==> config.mk <==
export PLATFORM = sky130hd
export DESIGN_NAME = fft_addr_gen
export DESIGN_NICKNAME = d
export VERILOG_FILES = /design/src/rtl/fft_addr_gen.sv
export SDC_FILE = /design/constraint.sdc
export NUM_CORES = 1
export LEC_CHECK = 0
export CAP_MARGIN = 20
export CORE_AREA = 10 10 67 53
export CTS_CLUSTER_DIAMETER = 40
export CTS_CLUSTER_SIZE = 40
export DETAILED_ROUTE_END_ITERATION = 7
export DIE_AREA = 0 0 77 63
export GPL_TIMING_DRIVEN = 0
export SKIP_CTS_REPAIR_TIMING = 1
export SLEW_MARGIN = 10
export SYNTH_ARGS = -nofsm -noshare
export SYNTH_HDL_FRONTEND = slang
export SYNTH_SLANG_ARGS = --single-unit
==> constraint.sdc <==
create_clock -name clk -period 4.9 [get_ports clk]
set_input_delay 0.98 -clock clk [delete_from_list [all_inputs] [get_ports clk]]
set_output_delay 0.98 -clock clk [all_outputs]
set_load 0.05 [all_outputs]
==> src/rtl/fft_addr_gen.sv <==
// fft_addr_gen: butterfly address generator for an in-place radix-2 FFT of N = 2^LOG2N points.
// A stage counter s and a butterfly counter b step through all (N/2)*LOG2N butterflies in
// DIT order (span 1..N/2) or DIF order (span N/2..1). The sequencer runs IDLE -> RUN -> DONE.
//
// Ports:
//   clk        in   clock, rising edge
//   sclr       in   synchronous active-high clear, highest priority
//   start      in   begin a transform (sampled only in IDLE)
//   en         in   consumer accepts the current butterfly
//   busy       out  high from the first butterfly through the DONE cycle
//   valid      out  addr_a/addr_b/tw_idx/stage hold a butterfly
//   addr_a     out  upper-leg address
//   addr_b     out  lower-leg address (addr_a + span)
//   tw_idx     out  twiddle ROM index
//   stage      out  current stage
//   stage_last out  current butterfly is the last of its stage
//   done       out  one-cycle pulse after the final butterfly is accepted
module fft_addr_gen #(
    parameter int unsigned LOG2N = 3,
    parameter bit          DIF   = 1'b0
) (
    input  logic                                                  clk,
    input  logic                                                  sclr,
    input  logic                                                  start,
    input  logic                                                  en,
    output logic                                                  busy,
    output logic                                                  valid,
    output logic [LOG2N-1:0]                                      addr_a,
    output logic [LOG2N-1:0]                                      addr_b,
    output logic [LOG2N-2:0]                                      tw_idx,
    output logic [(($clog2(LOG2N) < 1) ? 1 : $clog2(LOG2N))-1:0] stage,
    output logic                                                  stage_last,
    output logic                                                  done
);

    localparam int unsigned SW = ($clog2(LOG2N) < 1) ? 1 : $clog2(LOG2N);
    localparam int unsigned BW = LOG2N - 1;

    localparam logic [BW-1:0] B_LAST = '1;               // N/2 - 1
    localparam logic [SW-1:0] S_LAST = SW'(LOG2N - 1);

    localparam logic [1:0] ST_IDLE = 2'd0;
    localparam logic [1:0] ST_RUN  = 2'd1;
    localparam logic [1:0] ST_DONE = 2'd2;

    logic [1:0]       state_q, state_d;
    logic [SW-1:0]    s_q, s_d;
    logic [BW-1:0]    b_q, b_d;

    logic             busy_q, busy_d;
    logic             valid_q, valid_d;
    logic [LOG2N-1:0] addr_a_q, addr_a_d;
    logic [LOG2N-1:0] addr_b_q, addr_b_d;
    logic [BW-1:0]    tw_idx_q, tw_idx_d;
    logic [SW-1:0]    stage_q, stage_d;
    logic             stage_last_q, stage_last_d;
    logic             done_q, done_d;

    logic             run_d;
    logic [SW-1:0]    p;
    logic [LOG2N-1:0] low_mask;
    logic [LOG2N-1:0] b_ext;
    logic [LOG2N-1:0] a_calc;

    // Sequencer and nested counters
    always_comb begin
        state_d = state_q;
        s_d     = s_q;
        b_d     = b_q;
        case (state_q)
            ST_IDLE: begin
                if (start) begin
                    state_d = ST_RUN;
                    s_d     = '0;
                    b_d     = '0;
                end
            end
            ST_RUN: begin
                if (en) begin
                    if (b_q != B_LAST) begin
                        b_d = b_q + 1'b1;
                    end else if (s_q != S_LAST) begin
                        s_d = s_q + 1'b1;
                        b_d = '0;
                    end else begin
                        state_d = ST_DONE;
                        s_d     = '0;
                        b_d     = '0;
                    end
                end
            end
            ST_DONE: state_d = ST_IDLE;
            default: begin
                state_d = ST_IDLE;
                s_d     = '0;
                b_d     = '0;
            end
        endcase
    end

    // Outputs are computed from the next counter values so they register in step with them.
    always_comb begin
        run_d    = (state_d == ST_RUN);
        p        = DIF ? (S_LAST - s_d) : s_d;    // p = log2(span)
        low_mask = (LOG2N'(1) << p) - LOG2N'(1);
        b_ext    = {1'b0, b_d};
        // Insert a zero bit at position p.
        a_calc   = ((b_ext & ~low_mask) << 1) | (b_ext & low_mask);

        busy_d       = (state_d != ST_IDLE);
        valid_d      = run_d;
        done_d       = (state_d == ST_DONE);
        addr_a_d     = run_d ? a_calc : '0;
        addr_b_d     = run_d ? (a_calc | (LOG2N'(1) << p)) : '0;
        // (b mod span) * N/(2*span): shift left by LOG2N-1-p.
        tw_idx_d     = run_d ? BW'((b_ext & low_mask) << (S_LAST - p)) : '0;
        stage_d      = run_d ? s_d : '0;
        stage_last_d = run_d && (b_d == B_LAST);
    end

    always_ff @(posedge clk) begin
        if (sclr) begin
            state_q      <= ST_IDLE;
            s_q          <= '0;
            b_q          <= '0;
            busy_q       <= 1'b0;
            valid_q      <= 1'b0;
            addr_a_q     <= '0;
            addr_b_q     <= '0;
            tw_idx_q     <= '0;
            stage_q      <= '0;
            stage_last_q <= 1'b0;
            done_q       <= 1'b0;
        end else begin
            state_q      <= state_d;
            s_q          <= s_d;
            b_q          <= b_d;
            busy_q       <= busy_d;
            valid_q      <= valid_d;
            addr_a_q     <= addr_a_d;
            addr_b_q     <= addr_b_d;
            tw_idx_q     <= tw_idx_d;
            stage_q      <= stage_d;
            stage_last_q <= stage_last_d;
            done_q       <= done_d;
        end
    end

    assign busy       = busy_q;
    assign valid      = valid_q;
    assign addr_a     = addr_a_q;
    assign addr_b     = addr_b_q;
    assign tw_idx     = tw_idx_q;
    assign stage      = stage_q;
    assign stage_last = stage_last_q;
    assign done       = done_q;

endmodule
==> results of run 1 <==
[cell usage after synthesis, types with 2 or more instances]
| library cell | count |
|---|---|
| dfxtp_1 | 20 |
| nand2_1 | 4 |
| a21oi_1 | 3 |
| ha_1 | 2 |
| a211oi_1 | 2 |
| inv_1 | 3 |
| nor2_1 | 18 |
| nor3_1 | 5 |
| nor2b_1 | 2 |
[layout make-up]
type,count,share of cell area
Inverter,3,0.01148
Timing Repair Buffer,17,0.1735
Tap cell,34,0.04337
Multi-Input combinational cell,55,0.3316
Buffer,2,0.008929
Sequential cell,20,0.4082
Clock buffer,3,0.02296
[how the worst min path moves through the flow]
stage	startpoint	endpoint	slack [ns]	cells after the start
6_report	s_q[1]	state_q[1]	0.54	2
5_1_grt	s_q[1]	done	0.58	2
4_1_cts	s_q[1]	state_q[1]	0.54	2
3_5_place_dp	s_q[1]	done	0.52	2
3_3_place_gp	s_q[1]	state_q[1]	0.51	2
2_1_floorplan	s_q[1]	done	0.48	2
[metal layers]
metal,up-vias,global-route usage,wire [µm]
met3,2,0.03879,141
met4,0,0.02727,23
met5,-,0,0
li1,319,-,-
met1,276,0.07605,702
met2,17,0.1082,643
[per-stage QoR]
step / util / setup WS (ns) / hold WS (ns) / std cells / total power, mW
6_report: 0.4249 / 1.940 / 0.5416 / 134 / 0.2722
5_1_grt: 0.4249 / 1.761 / 0.5827 / 134 / 0.2891
4_1_cts: 0.4249 / 1.965 / 0.5384 / 134 / 0.2778
3_5_place_dp: 0.4152 / 1.647 / 0.5226 / 131 / 0.2057
3_3_place_gp: 0.4152 / 1.692 / 0.5120 / 131 / 0.2054
2_1_floorplan: - / 2.448 / 0.4760 / 80 / 0.1939
[kinds of logic after synthesis]
group / after synthesis / share of synthesized area
AOI/OAI and AO/OA: 14 / 0.1376
xor gates and xnor gates: 2 / 0.02349
adders and majority gates: 2 / 0.03355
buffers and inverters: 5 / 0.02683
DFF: 20 / 0.5369
muxes: 1 / 0.01342
and+or+nand+nor: 36 / 0.2282
[sequential cells by signal, summed over array words and instances (netlist names)]
name	flops
s_q	2
b_q	2
state_q	2
busy	1
tw_idx	2
stage	2
done	1
addr_b	3
addr_a	3
valid	1
stage_last	1
[power groups by stage]
stage	Sequential, mW	Clock (mW)	Combinational [mW]
floorplan	0.181	0	0.0127
global placement	0.172	0	0.0334
detailed placement	0.172	0	0.0336
CTS	0.168	0.0758	0.0338
global route	0.169	0.0832	0.0370
finish	0.168	0.0705	0.0334
[worst min-delay path, stage by stage (launching register included)]
cell and delay, ns:
dfxtp_1 0.37, nand2_1 0.09, nor3_1 0.04
==> flow_summary.yaml, run 1 <==
outcome:
  outcome: "finished clean"
grt:
  grt_use_total: 0.06913
  first_global_vias: 634
  antenna_found_initial: 0
  grt_max_degree: 11
  overflow: 0
  grt_pass1_wl_um: 2815
detailed_routing:
  first_pass_iters: 4
  drcViolationCount: 0
  drtIter0Drc: 32
  routedWlPerCell_um: 11.27
  vias: 614
  ant_nets: 0
  wl_um: 1510
  via_per_inst: 4.582
synth:
  synth.largest_area_cell: "dfxtp_1"
  synth-edff-count: 0
  synth_fp_nets: 86
  netlist_area_um2: 745.7
  syn_area_per_cell_um2: 9.321
  syn-instance-count: 80
  synth_ff_type: "dfxtp_1"
  synth.distinct_cells: 30
  synth_area_leaders: "dfxtp_1, nor2_1, ha_1, nor3_1, a21oi_1"
  synth_warnings: 0
  yosysSeqAreaShare: 0.5369
  ys_async_sr_fraction: 0
  yosysTopAreaCellShare: 0.5369
  ys_seq_elements: 20
pwr:
  sw_frac_of_total: 0.2396
  pwr-share-seq: 0.618
  peakVddDrop_uv: 150.0
  switching_power_mw: 0.06522
  power_frac_clock: 0.259
  comb_power_share: 0.123
  p_leak_nw: 0.3803
  p_int_mw: 0.2069
  powerDensity_mw_per_mm2: 277.5
floorplan:
  rows: 15
  die_area_mm2: 0.004851
  core_area_mm2: 0.002308
  ioPinCount: 18
  initial_core_util: 0.3230
  die_w_um: 77
  die_h_um: 63
sta:
  hold_viol_final: 0
  maxSlewHeadroom: 0.6618
  clock_skew_ns: 0.004790
  finalSetupViolations: 0
  worst_pin_slew_ns: 0.5057
  rsz0062_at_grt: "false"
  slew_violations: 0
  fin_crit_ns: 2.960
  finalSetupTns_ns: 0
  max_clock_freq_mhz: 337.8
  fin_crit_sh: 0.6041
cts:
  clockRootBuffer: "clkbuf_4"
  cts_tree: "built"
  cts_buffers: 3
  clk_path_buf_depth: 2
  insertion_delay_ns: 0.29
  clk_pin_slew_ns: 0.09
  htree_levels: 1
  cts_sinks: 20
cells_and_area:
  synthToLayoutAreaGrowth_pct: 31.54
  seq_area_um2: 400.4
  nNetsFinal: 108
  layout_commonest_cell: "dfxtp_1"
  final_area_um2: 980.9
  multi_input_area_um2: 325.3
  num_antenna_cells: 0
  final_cell_mix: "dfxtp_1, nor2_1, clkdlybuf4s50_1, nor3_1, nand2_1"
  drive_gt1_frac: 0.08000
  nFillCells: 239
setup_path:
  worstReg2RegStart: "b_q[0]"
  cp_max_fo: 9
  path_class: "in -> reg"
  cp-endpoint: "tw_idx[1]"
  critical_path_depth: 9
  cpPeakStageDelay_ns: 0.49
  arrival_ns: 3.11
  path_delay_family: "buffers and inverters"
  required_ns: 5.05
  end_kind: "flip-flop"
  regToRegEndpoint: "tw_idx[1]"
  rr_worst_depth: 9
  cp-startpoint: "en"
  r2r_slack_ns: 2.62
  crit_chain: "clkdlybuf4s50_1 -> and3b_1 -> and3_4 -> a21oi_1 -> ha_1 -> clkbuf_1 -> nor2_1 -> nand2_1 -> a211oi_1"
  critPathSlowestCell: "clkdlybuf4s50_1"
  start_kind: "primary input"
  cp_num_buf_inv: 2
job:
  max_cap_viol_count: 0
placed_design:
  dpl.hpwl_um: 1216
  port_buffers: 17
  place_area_um2: 958.4
  gp_congestion: 0.7745
min_path:
  min_path_type: "reg -> reg"
(Power assumes the default switching activity.)
==> inputs of run 2 (changes only) <==
==> constraint.sdc (replaced) <==
create_clock -name clk -period 2.7 [get_ports clk]
set_input_delay 0.54 -clock clk [delete_from_list [all_inputs] [get_ports clk]]
set_output_delay 0.54 -clock clk [all_outputs]
set_load 0.05 [all_outputs]
==> results of run 2 <==
Same layout as run 1 (identical final DEF). Status: finished clean.
Main changes from that run: setup slack after placement 1.647 ns -> -0.1128 ns; setup slack after layout 1.940 ns -> 0.1798 ns; register-to-register setup slack 2.62 ns -> 0.42 ns; total power 0.2722 mW -> 0.4939 mW; worst IR drop on VDD 150.0 µV -> 272.2 µV
